<file path="src/rtl/mem_arbiter_pkg.sv">
// Shared definitions for the three-port RAM arbiter.
//   - default address / data widths
//   - requester port indices (loader, CPU data, CPU fetch)
//   - arbiter FSM state encoding
package mem_arbiter_pkg;

  localparam int DEF_ADDR_W = 8;
  localparam int DEF_DATA_W = 8;

  localparam int LOADER = 0;
  localparam int DATA   = 1;
  localparam int FETCH  = 2;

  typedef enum logic [1:0] {
    IDLE   = 2'd0,
    ACCESS = 2'd1,
    ACK    = 2'd2
  } arb_state_t;

endpackage

</file>
<file path="src/rtl/mem_arbiter_if.sv">
// Bus bundle between three requesters, the arbiter and a single-port RAM.
//   requester side : i_req/i_we per port, i_addrN/i_wdataN, o_ack, o_rdata, o_grant, o_busy
//   RAM side       : o_mem_en/o_mem_we/o_mem_addr/o_mem_wdata out, i_mem_rdata in
//                    (RAM read data arrives one cycle after o_mem_en)
// Modports: slave = arbiter view, master = environment (requesters + RAM) view.
interface mem_arbiter_if import mem_arbiter_pkg::*; #(
  parameter int ADDR_W = DEF_ADDR_W,
  parameter int DATA_W = DEF_DATA_W
);
  logic [2:0]        i_req;
  logic [2:0]        i_we;
  logic [ADDR_W-1:0] i_addr0, i_addr1, i_addr2;
  logic [DATA_W-1:0] i_wdata0, i_wdata1, i_wdata2;
  logic [2:0]        o_ack;
  logic [DATA_W-1:0] o_rdata;
  logic [2:0]        o_grant;
  logic              o_busy;
  logic              o_mem_en;
  logic              o_mem_we;
  logic [ADDR_W-1:0] o_mem_addr;
  logic [DATA_W-1:0] o_mem_wdata;
  logic [DATA_W-1:0] i_mem_rdata;

  modport slave (
    input  i_req, i_we, i_addr0, i_addr1, i_addr2, i_wdata0, i_wdata1, i_wdata2, i_mem_rdata,
    output o_ack, o_rdata, o_grant, o_busy, o_mem_en, o_mem_we, o_mem_addr, o_mem_wdata
  );

  modport master (
    output i_req, i_we, i_addr0, i_addr1, i_addr2, i_wdata0, i_wdata1, i_wdata2, i_mem_rdata,
    input  o_ack, o_rdata, o_grant, o_busy, o_mem_en, o_mem_we, o_mem_addr, o_mem_wdata
  );
endinterface

</file>
<file path="src/rtl/mem_arbiter_arb_pick.sv">
// arb_pick: combinational winner selection.
//   req[2:0]  in  request vector (bit 0 loader, 1 CPU data, 2 CPU fetch)
//   last      in  1 = fetch port was the most recent data/fetch grant
//   pick[2:0] out one-hot winner, 0 when nothing requests
// Loader always wins; data/fetch share by alternating on a tie.
module arb_pick import mem_arbiter_pkg::*; (
  input  logic [2:0] req,
  input  logic       last,
  output logic [2:0] pick
);

  always_comb begin
    pick = '0;
    if (req[LOADER])
      pick[LOADER] = 1'b1;
    else if (req[DATA] && req[FETCH]) begin
      // tie: the side that did not win last time goes now
      if (last) pick[DATA]  = 1'b1;
      else      pick[FETCH] = 1'b1;
    end
    else if (req[DATA])
      pick[DATA] = 1'b1;
    else if (req[FETCH])
      pick[FETCH] = 1'b1;
  end

endmodule

</file>
<file path="src/rtl/mem_arbiter.sv">
// mem_arbiter: shares one single-port RAM among three requesters.
//   i_clk  system clock (rising edge)
//   i_rst  synchronous active-high reset
//   bus    mem_arbiter_if.slave -- requester ports and RAM port
// Each access runs IDLE -> ACCESS -> ACK. The winner's we/addr/wdata are
// captured on the IDLE->ACCESS edge so requester changes after that are
// ignored. RAM strobes are driven only in ACCESS; the RAM answers one cycle
// later, which is exactly the ACK cycle where the data is forwarded.
module mem_arbiter import mem_arbiter_pkg::*; #(
  parameter int ADDR_W = DEF_ADDR_W,
  parameter int DATA_W = DEF_DATA_W
) (
  input  logic          i_clk,
  input  logic          i_rst,
  mem_arbiter_if.slave  bus
);

  arb_state_t        state_q, state_d;
  logic              last_q;       // 1 = fetch port won the last data/fetch grant
  logic [2:0]        lat_sel;      // one-hot owner of the current access
  logic              lat_we;
  logic [ADDR_W-1:0] lat_addr;
  logic [DATA_W-1:0] lat_wdata;

  logic [2:0]        pick;
  logic              sel_we;
  logic [ADDR_W-1:0] sel_addr;
  logic [DATA_W-1:0] sel_wdata;
  logic              take;

  arb_pick u_pick (
    .req  (bus.i_req),
    .last (last_q),
    .pick (pick)
  );

  // request mux steered by the one-hot pick
  always_comb begin
    sel_we    = 1'b0;
    sel_addr  = '0;
    sel_wdata = '0;
    if (pick[LOADER]) begin
      sel_we    = bus.i_we[LOADER];
      sel_addr  = bus.i_addr0;
      sel_wdata = bus.i_wdata0;
    end
    else if (pick[DATA]) begin
      sel_we    = bus.i_we[DATA];
      sel_addr  = bus.i_addr1;
      sel_wdata = bus.i_wdata1;
    end
    else if (pick[FETCH]) begin
      sel_we    = bus.i_we[FETCH];
      sel_addr  = bus.i_addr2;
      sel_wdata = bus.i_wdata2;
    end
  end

  assign take = (state_q == IDLE) && (bus.i_req != 3'b000);

  // state register
  always_ff @(posedge i_clk) begin
    if (i_rst) state_q <= IDLE;
    else       state_q <= state_d;
  end

  // next state
  always_comb begin
    state_d = state_q;
    case (state_q)
      IDLE:    if (bus.i_req != 3'b000) state_d = ACCESS;
      ACCESS:  state_d = ACK;
      ACK:     state_d = IDLE;
      default: state_d = IDLE;
    endcase
  end

  // captured request and round-robin history
  always_ff @(posedge i_clk) begin
    if (i_rst) begin
      last_q    <= 1'b1;   // pretend fetch went last so data wins the first tie
      lat_sel   <= '0;
      lat_we    <= 1'b0;
      lat_addr  <= '0;
      lat_wdata <= '0;
    end
    else if (take) begin
      lat_sel   <= pick;
      lat_we    <= sel_we;
      lat_addr  <= sel_addr;
      lat_wdata <= sel_wdata;
      // loader grants leave the data/fetch history untouched
      if (pick[DATA] || pick[FETCH]) last_q <= pick[FETCH];
    end
  end

  // outputs decoded from state
  always_comb begin
    bus.o_ack       = '0;
    bus.o_rdata     = '0;
    bus.o_grant     = '0;
    bus.o_busy      = 1'b0;
    bus.o_mem_en    = 1'b0;
    bus.o_mem_we    = 1'b0;
    bus.o_mem_addr  = '0;
    bus.o_mem_wdata = '0;
    case (state_q)
      ACCESS: begin
        bus.o_busy      = 1'b1;
        bus.o_grant     = lat_sel;
        bus.o_mem_en    = 1'b1;
        bus.o_mem_we    = lat_we;
        bus.o_mem_addr  = lat_addr;
        bus.o_mem_wdata = lat_wdata;
      end
      ACK: begin
        bus.o_busy  = 1'b1;
        bus.o_ack   = lat_sel;
        bus.o_rdata = lat_we ? '0 : bus.i_mem_rdata;
      end
      default: ;
    endcase
  end

endmodule

</file>
<file path="src/flat_wrapper.sv">
// flat-port wrapper written by rule: the top's interface ports become plain ports
module mem_arbiter_flat import mem_arbiter_pkg::*;
#(
  parameter int ADDR_W = DEF_ADDR_W,
  parameter int DATA_W = DEF_DATA_W
)
  (i_clk, i_rst, bus_i_req, bus_i_we, bus_i_addr0, bus_i_addr1, bus_i_addr2, bus_i_wdata0, bus_i_wdata1, bus_i_wdata2, bus_i_mem_rdata, bus_o_ack, bus_o_rdata, bus_o_grant, bus_o_busy, bus_o_mem_en, bus_o_mem_we, bus_o_mem_addr, bus_o_mem_wdata);
  mem_arbiter_if #(.ADDR_W(ADDR_W), .DATA_W(DATA_W)) bus_i ();
  input  logic i_clk;
  input  logic i_rst;
  input wire logic [$bits(bus_i.i_req)-1:0] bus_i_req;
  input wire logic [$bits(bus_i.i_we)-1:0] bus_i_we;
  input wire logic [$bits(bus_i.i_addr0)-1:0] bus_i_addr0;
  input wire logic [$bits(bus_i.i_addr1)-1:0] bus_i_addr1;
  input wire logic [$bits(bus_i.i_addr2)-1:0] bus_i_addr2;
  input wire logic [$bits(bus_i.i_wdata0)-1:0] bus_i_wdata0;
  input wire logic [$bits(bus_i.i_wdata1)-1:0] bus_i_wdata1;
  input wire logic [$bits(bus_i.i_wdata2)-1:0] bus_i_wdata2;
  input wire logic [$bits(bus_i.i_mem_rdata)-1:0] bus_i_mem_rdata;
  output wire logic [$bits(bus_i.o_ack)-1:0] bus_o_ack;
  output wire logic [$bits(bus_i.o_rdata)-1:0] bus_o_rdata;
  output wire logic [$bits(bus_i.o_grant)-1:0] bus_o_grant;
  output wire logic [$bits(bus_i.o_busy)-1:0] bus_o_busy;
  output wire logic [$bits(bus_i.o_mem_en)-1:0] bus_o_mem_en;
  output wire logic [$bits(bus_i.o_mem_we)-1:0] bus_o_mem_we;
  output wire logic [$bits(bus_i.o_mem_addr)-1:0] bus_o_mem_addr;
  output wire logic [$bits(bus_i.o_mem_wdata)-1:0] bus_o_mem_wdata;
  assign bus_i.i_req = bus_i_req;
  assign bus_i.i_we = bus_i_we;
  assign bus_i.i_addr0 = bus_i_addr0;
  assign bus_i.i_addr1 = bus_i_addr1;
  assign bus_i.i_addr2 = bus_i_addr2;
  assign bus_i.i_wdata0 = bus_i_wdata0;
  assign bus_i.i_wdata1 = bus_i_wdata1;
  assign bus_i.i_wdata2 = bus_i_wdata2;
  assign bus_i.i_mem_rdata = bus_i_mem_rdata;
  assign bus_o_ack = bus_i.o_ack;
  assign bus_o_rdata = bus_i.o_rdata;
  assign bus_o_grant = bus_i.o_grant;
  assign bus_o_busy = bus_i.o_busy;
  assign bus_o_mem_en = bus_i.o_mem_en;
  assign bus_o_mem_we = bus_i.o_mem_we;
  assign bus_o_mem_addr = bus_i.o_mem_addr;
  assign bus_o_mem_wdata = bus_i.o_mem_wdata;
  mem_arbiter #(.ADDR_W(ADDR_W), .DATA_W(DATA_W)) u_core (.i_clk(i_clk), .i_rst(i_rst), .bus(bus_i));
endmodule
</file>
<file path="config.mk">
export PLATFORM = sky130hd
export DESIGN_NAME = mem_arbiter_flat
export DESIGN_NICKNAME = d
export VERILOG_FILES = /design/src/rtl/mem_arbiter_pkg.sv /design/src/rtl/mem_arbiter_if.sv /design/src/rtl/mem_arbiter_arb_pick.sv /design/src/rtl/mem_arbiter.sv /design/src/flat_wrapper.sv
export SDC_FILE = /design/constraint.sdc
export NUM_CORES = 1
export LEC_CHECK = 0
export CAP_MARGIN = 40
export CORE_UTILIZATION = 38
export CTS_CLUSTER_DIAMETER = 80
export DETAILED_ROUTE_END_ITERATION = 10
export GPL_TIMING_DRIVEN = 1
export PLACE_DENSITY = 0.85
export SETUP_SLACK_MARGIN = 0.4
export SYNTH_ARGS = -nofsm -noshare
export SYNTH_HDL_FRONTEND = slang
export SYNTH_HIERARCHICAL = 1
export SYNTH_SLANG_ARGS = --single-unit
export TNS_END_PERCENT = 10
</file>
<file path="constraint.sdc">
create_clock -name i_clk -period 3.6 [get_ports i_clk]
set_clock_uncertainty 0.05 [all_clocks]
set_input_delay 0.36 -clock i_clk [delete_from_list [all_inputs] [get_ports i_clk]]
set_output_delay 0.36 -clock i_clk [all_outputs]
set_load 0.01 [all_outputs]
</file>
---- Word level (Yosys, flattened, before mapping) ----
Cells that the tools add are included.
W data, S select, Z words.
word-level totals
  register bits after elaboration ......... 23
  bits of input ports ..................... 64
  word-level logic and storage cells ...... 44
operators by class
  eq/ne operators ......................... 3
  mux-type cells .......................... 28
  reduce and logical (&&, ||, !) cells .... 7
operator list
  cell                  number
  $mux W8               10
  $mux W1               12
  $mux W2               3
  $mux W3               2
  $pmux W2 S2           1
  $reduce_bool A3 Y1    1
  $eq A2 B1 Y1 const B  1
  $eq A2 B2 Y1 const B  1
  $logic_and A1 B1 Y1   2
  $logic_not A2 Y1      1
  $ne A2 B2 Y1 const B  1
  $reduce_and A2 Y1     1
  $reduce_or A2 Y1      1
  $logic_or A1 B1 Y1    1

---- Logic depth before layout (Yosys ltp) ----
Gate-level depths: netlist of the first run.
  word-level depth ........................ 7
  depth in mapped cells ................... 7
  depth with buffers taken out ............ 5

---- Modules after synthesis ----
Netlist of the first run, hierarchy kept.
modules (own cells, without submodules)
  module       times used  cells each  area an instance (µm²)  sequential area each (µm²)
  mem_arbiter  1           142         1397.6                  460.4
  arb_pick     1           5           37.5                    0.0

---- Worst setup path after synthesis of the first run ----
OpenSTA, ideal clock, no wires.
  path kind ............................... input to register
  from .................................... input port bus_i_req[2]
  to ...................................... register u_core.lat_addr[0]
  library setup time ...................... 0.117 ns
  arrival time ............................ 1.501 ns
  required time ........................... 3.433 ns
  setup slack ............................. 1.932 ns
  stages on the path ...................... 6
  buffers on the path ..................... 2
  path through ............................ inv_1 -> o211a_1 -> buf_4 -> buf_4 -> a221o_1 -> a32o_1
on the way
  elaborated cells on any way between the ends .. 10
RTL lines
  element               RTL line                    source
  start, declared       flat_wrapper.sv:11          input wire logic [$bits(bus_i.i_req)-1:0] bus_i_req;
  $logic_and A1 B1 Y1   mem_arbiter_arb_pick.sv:16  else if (req[DATA] && req[FETCH]) begin
  $mux W2               mem_arbiter_arb_pick.sv:16
  $mux W2               mem_arbiter_arb_pick.sv:14  if (req[LOADER])
  via u_core.pick[1]    mem_arbiter.sv:25           logic [2:0] pick;
  $mux W8               mem_arbiter.sv:47           else if (pick[DATA]) begin
  $mux W8               mem_arbiter.sv:42           if (pick[LOADER]) begin
  end signal, assigned  mem_arbiter.sv:90           lat_addr <= sel_addr;
  end, declared         mem_arbiter.sv:22           logic [ADDR_W-1:0] lat_addr;
The timed path passes the listed nets, and every way through them passes these cells.
A chain may end at the register's enable or synchronous reset.

---- Worst setup path after layout of the first run ----
  from .................................... register u_core.state_q[1]
  to ...................................... output port bus_o_mem_wdata[0]
on the way
  cells in the longest elaborated chain, start to end .. 2
RTL lines
  element                 RTL line            source
  start, declared         mem_arbiter.sv:18   arb_state_t state_q, state_d;
  start signal, assigned  mem_arbiter.sv:64   else state_q <= state_d;
  $eq A2 B1 Y1            mem_arbiter.sv:107  case (state_q)
  $mux W8                 mem_arbiter.sv:107
  end, declared           flat_wrapper.sv:27  output wire logic [$bits(bus_i.o_mem_wdata)-1:0] bus_o_mem_wdata;
No other way between the ends.

==> run_results.csv, run 1 <==
group,metric,value,unit
sta,slew_headroom,50.4,%
critical_path,critPathLaunchType,"register",
cts,ctsResizeCount,0,
cts,clkTransAtPathRegs,0.08,ns
finish,syn_to_final_growth,67.8,%
routing,routed_wirelength,3920,um
critical_path,r2r_end,"u_core/lat_wdata[5]",
place,dp_cells,276,
place,gp_congestion,0.778,
sta,fmax,0.412,GHz
routing,drc,0,
global_routing,grt_remaining_overflow,0,
global_routing,antenna_found_initial,0,
routing,ant_nets,0,
synth,synth_seq_area_share,32.1,%
pwr,swShare,26.8,%
critical_path,cp-end-kind,"output port",
finish,nNetsFinal,302,
global_routing,grt_usage,20.2,%
pwr,p_comb_share,33.5,%
sta,worstMarginPinSlew,0.743,ns
global_routing,grt_pass1_vias,1369,
synth,synth_warnings,6,
synth,syn_area_per_cell,9.76,sq um
critical_path,worst-path-buf-inv,2,
sta,hold_viol_final,0,
finish,stdcell_count,280,
critical_path,path_cells,"inv_1 > ha_1 > and2_1 > clkdlybuf4s50_1",
finish,final_util,69.4,%
sta,rsz0062_at_grt,"no",
synth,ys_types,26,
min_path,hold_class,"reg -> reg",
global_routing,grt_max_degree,39,
routing,vias,1452,
floorplanning,fp.dieH,63.5,um
place,dp_hpwl,2920,um
min_path,whs_endpoint,"u_core/lat_addr[2]",
pwr,p_switching,182,uW
cts,cts_tree,"yes",
critical_path,r2r-start,"u_core/last_q",
floorplanning,start_util,41.4,%
run_status,status,"completed",
run,cap_violations,0,
synth,synth_nets,214,
pwr,p_int,498,uW
finish,antenna_cells,0,
sta,min_period,2.43,ns
critical_path,slowest_stage,"ha_1",
cts,cts_made_buffers,3,
critical_path,reg2reg_slack,1.58,ns
sta,setup_tns,0,ns
critical_path,crit_family,"buffers and inverters",
routing,first_pass_iters,4,
synth,synth-seq-cells,23,
global_routing,grt_pass1_wl,6400,um
floorplanning,row_count,21,
cts,clock-sinks,23,
synth,syn_inst,147,
cts,clock_latency,0.26,ns
floorplanning,die_w,63.5,um
synth,synth_area,1440,sq um
place,port_buffers,96,
floorplanning,die-area,4030,sq um
sta,setup_viol,0,
min_path,hold_depth,1,
cts,clock-root-buffer,"clkbuf_8",
finish,drive_above_1_share,7.69,%
critical_path,r2r.worst_path.cells,4,
critical_path,path_class,"reg -> out",
min_path,hp-start,"u_core/lat_addr[2]",
critical_path,critPathArrivalTime,2.02,ns
pwr,p_seq_share,42.9,%
critical_path,critPathRequiredTime,3.19,ns
pwr,power.leakage,0.910,nW
critical_path,max_stage_delay,0.57,ns
cts,post_cts_buffers,0,
floorplanning,placeableCoreArea,3470,sq um
cts,h-tree-depth,1,
critical_path,critPathMaxFanout,22,
sta,period_share,67.4,%
cts,clockBufferDepth,2,
pwr,ir_worst_vdd,0.138,mV
cts,holdBufCountCts,0,
sta,slew_violations,0,
sta,whs,0.412,ns
pwr,p_per_area,282,nW/um^2
routing,via_per_inst,5.19,
floorplanning,ioPinCount,97,
pwr,pwr-share-clk,23.6,%
routing,wire_per_inst,14.0,um
routing,drt-initial-drc-count,81,
==> Yosys cell counts <==
cell type	count	share of area [%]
a211oi_2	1	0.87
a21bo_2	1	0.70
a21oi_1	2	0.70
a221o_1	10	7.0
a221o_2	8	6.3
a32o_1	17	12
and2_1	31	14
buf_4	7	3.7
buf_6	1	0.78
buf_8	1	1.0
clkbuf_1	5	1.3
dfxtp_1	23	32
ha_1	3	2.6
inv_1	4	1.0
mux2i_1	3	2.1
nand2_1	1	0.26
nand2b_1	18	7.8
nand3_1	1	0.35
nor2_1	3	0.78
nor2_2	1	0.44
nor2_8	1	1.4
nor2b_1	1	0.44
nor2b_4	1	0.96
nor3_2	1	0.70
o211a_1	1	0.70
o31a_1	1	0.61
==> worst register-to-register path, stage by stage (launching register included) <==
cell,delay (ns)
dfxtp_1,0.38
o211a_1,0.61
nor2b_4,0.22
a221o_2,0.42
a32o_1,0.24
==> placed cells by master, fill, tap and decap left out, drive strengths merged <==
master,synthesis,layout
clkdlybuf4s50,0,96
and2,31,31
dfxtp,23,23
nand2b,18,18
a221o,18,18
a32o,17,17
nor2,5,5
inv,4,4
clkbuf,5,4
mux2i,3,3
ha,3,3
a21oi,2,2
nor2b,2,2
nor3,1,1
o31a,1,1
nand3,1,1
a21bo,1,1
nand2,1,1
buf,9,1
o211a,1,1
a211oi,1,1
==> worst max path at each step <==
stage	startpoint	to	slack, ns	cells past startpoint
5_1_grt	u_core/state_q[1]	bus_o_mem_addr[6]	0.96	4
6_report	u_core/state_q[1]	bus_o_mem_wdata[0]	1.17	4
2_1_floorplan	bus_i_req[2]	u_core/lat_addr[0]	1.93	6
3_5_place_dp	bus_i_req[2]	u_core/lat_wdata[5]	1.03	6
3_3_place_gp	bus_i_req[1]	u_core/lat_wdata[5]	1.08	5
4_1_cts	u_core/state_q[1]	bus_o_mem_wdata[0]	1.15	4
==> stage by stage <==
step	setup WS (ns)	power, mW	cell area (sq um)
after CTS	1.15	0.687	2410
after global routing	0.959	0.718	2410
after floorplan	1.93	0.414	1440
final	1.17	0.680	2410
after global placement	1.08	0.522	2360
after detailed placement	1.03	0.527	2360
==> metal layers <==
metal	vias to the layer above	share of wire, %	track usage (%)
li1	719	-	-
met1	651	42	24.4
met2	76	47	33.8
met3	6	9.1	4.53
met4	0	2.0	8.81
met5	-	0	0
==> cell type report <==
class / instances / area (sq um)
Tap cell: 46 / 57.6
Multi-Input combinational cell: 106 / 862
Inverter: 4 / 15.0
Timing Repair Buffer: 97 / 968
Sequential cell: 23 / 460
Clock buffer: 4 / 45.0
Fill cell: 293 / 1060
==> power by group through the flow <==
stage	clock (mW)	sequential (mW)	combinational [mW]
2_1_floorplan	0	0.294	0.120
3_3_place_gp	0	0.297	0.226
3_5_place_dp	0	0.298	0.229
4_1_cts	0.165	0.292	0.230
5_1_grt	0.175	0.295	0.247
6_report	0.161	0.292	0.228
==> kinds of logic after synthesis <==
group           share of synthesized area (%)
simple gates                             26.7
compound gates                           28.7
flops                                    32.1
buf+inv                                  7.85
mux                                      2.09
fa+ha+maj                                2.62
==> registers in the layout (all words and copies together) (netlist names) <==
| register | cells |
|---|---|
| u_core/last_q | 1 |
| u_core/lat_addr | 8 |
| u_core/state_q | 2 |
| u_core/lat_we | 1 |
| u_core/lat_sel | 3 |
| u_core/lat_wdata | 8 |
No activity file was read; power rests on OpenSTA's default activity.
==> inputs of run 2 (changes only) <==
CORE_UTILIZATION = 32   (was 38)
PLACE_DENSITY = 0.76   (was 0.85)
clock period = 2 ns   (was 3.6 ns; I/O delays follow)
==> run_results.csv, run 2 (same netlist as run 1, synthesis figures left out) <==
group,metric,value,unit
run_status,status,"completed",
cts,clkTransAtPathRegs,0.08,ns
sta,setup_tns,0,ns
critical_path,critPathMaxFanout,7,
pwr,p_comb_share,37.5,%
critical_path,path_class,"reg -> out",
finish,layout_commonest_cell,"clkdlybuf4s50_1",
cts,clock_latency,0.27,ns
critical_path,path_cells,"buf_4 > ha_4 > buf_6 > buf_4 > and2_1 > clkdlybuf4s15_1",
pwr,p_switching,377,uW
finish,fillers,366,
critical_path,slowest_stage,"dfxtp_2",
routing,ant_nets,0,
floorplanning,die_w,69.0,um
cts,holdBufCountCts,0,
cts,cts_tree,"yes",
floorplanning,row_count,23,
floorplanning,fp.dieH,69.0,um
critical_path,critPathLaunchType,"register",
sta,rsz0062_at_grt,"yes",
finish,reg_top3,"u_core/lat_addr: 8 flops, u_core/lat_wdata: 8 flops, u_core/lat_sel: 3 flops",
place,port_buffers,96,
global_routing,grt_usage,18.8,%
sta,setup_viol,0,
place,gp_congestion,0.720,
sta,fmax,0.568,GHz
pwr,swShare,28.6,%
cts,clockBufferDepth,2,
cts,clock-root-buffer,"clkbuf_8",
pwr,ir_worst_vdd,0.272,mV
cts,h-tree-depth,1,
pwr,p_per_area,496,nW/um^2
global_routing,antenna_found_initial,0,
critical_path,cp-end-kind,"output port",
critical_path,critPathRequiredTime,1.75,ns
global_routing,grt_max_degree,21,
sta,period_share,88.0,%
critical_path,max_stage_delay,0.33,ns
sta,hold_viol_final,0,
finish,final_util,64.2,%
sta,whs,0.417,ns
floorplanning,start_util,34.6,%
cts,cts_made_buffers,3,
pwr,p_int,943,uW
sta,worstMarginPinSlew,0.271,ns
run,cap_violations,0,
floorplanning,die-area,4760,sq um
finish,syn_to_final_growth,85.3,%
pwr,p_seq_share,40.1,%
routing,routed_wirelength,4660,um
floorplanning,ioPinCount,97,
finish,most-common-layout-cells,"63 x clkdlybuf4s50_1, 30 x and2_1, 21 x dfxtp_1, 18 x nand2b_1, 17 x a32o_1",
floorplanning,placeableCoreArea,4140,sq um
critical_path,critPathArrivalTime,1.51,ns
routing,wire_per_inst,15.3,um
global_routing,grt_pass1_wl,6570,um
pwr,power.leakage,1.16,nW
finish,nNetsFinal,323,
finish,antenna_cells,0,
routing,drc,0,
routing,via_per_inst,5.14,
cts,clock-sinks,23,
min_path,hold_class,"reg -> reg",
place,dp_hpwl,3160,um
global_routing,grt_remaining_overflow,0,
routing,first_pass_iters,4,
sta,slew_violations,0,
sta,slew_headroom,81.8,%
routing,drt-initial-drc-count,64,
pwr,pwr-share-clk,22.4,%
finish,drive_above_1_share,21.2,%
critical_path,cpMostUsedCell,"buf_4",
routing,vias,1567,
global_routing,grt_pass1_vias,1437,
sta,min_period,1.76,ns
-- run 2: worst paths after layout --
| kind | startpoint | endpoint | slack (ns) | cells past startpoint |
|---|---|---|---|---|
| worst max-delay path | u_core/state_q[0] | bus_o_mem_wdata[1] | 0.24 | 6 |
| worst min-delay path | u_core/lat_wdata[3] | u_core/lat_wdata[3] | 0.42 | 1 |
| worst max register to register | u_core/last_q | u_core/lat_wdata[5] | 0.44 | 5 |
| worst min register to register | u_core/lat_wdata[3] | u_core/lat_wdata[3] | 0.42 | 1 |
-- run 2: worst max-delay path: cells and delay by family, from the launching register on --
kind | cells | cell delay, ns
buf+inv | 4 | 0.62
fa+ha+maj | 1 | 0.16
simple gates | 1 | 0.13
flops | 1 | 0.33
-- run 2: layout make-up --
cell class	instances	area, sq um	share of cell area (%)
multi-input combinational	108	932	35.1
tap	50	62.6	2.35
timing repair buffer	116	1140	42.8
inverter	4	15.0	0.565
clock inverter	1	5.00	0.188
clock buffer	3	41.3	1.55
sequential	23	465	17.5
-- run 2: through the flow --
| step | total power, mW | worst slack, ns | std cells | area [sq um] |
|---|---|---|---|---|
| 5_1_grt | 1.39 | 0.185 | 305 | 2660 |
| 4_1_cts | 1.28 | 0.178 | 301 | 2550 |
| 3_3_place_gp | 0.966 | 0.000149 | 291 | 2460 |
| 3_5_place_dp | 0.974 | -0.0549 | 291 | 2460 |
| 6_report | 1.32 | 0.241 | 305 | 2660 |
| 2_1_floorplan | 0.745 | 0.434 | 147 | 1440 |
-- run 2: power groups by stage --
stage / clock, mW / combinational (mW) / sequential, mW
2_1_floorplan: 0 / 0.216 / 0.529
3_3_place_gp: 0 / 0.432 / 0.534
3_5_place_dp: 0 / 0.438 / 0.537
4_1_cts: 0.302 / 0.455 / 0.528
5_1_grt: 0.320 / 0.534 / 0.535
6_report: 0.296 / 0.494 / 0.529
-- run 2: timing repair --
item | 4_1_cts | 5_1_grt
gates resized for setup | 42 | 32
setup endpoints to repair | 50 | 52
cloned | 1 | 2
buffers inserted | 5 | 2
pin swaps | 1 | 3
-- run 2: metal layers --
metal	vias up	part of all wire [%]	global-route usage, %
met1	719	41	21.9
met2	78	47	34.2
met3	4	12	4.28
met5	-	0	0
li1	766	-	-
met4	0	0.86	4.59
==> inputs of run 3 (changes only) <==
ABC_CLOCK_PERIOD_IN_PS = 2000   (was not set)
==> results of run 3 <==
No change in the layout: final DEF, timing and power equal those of run 2.
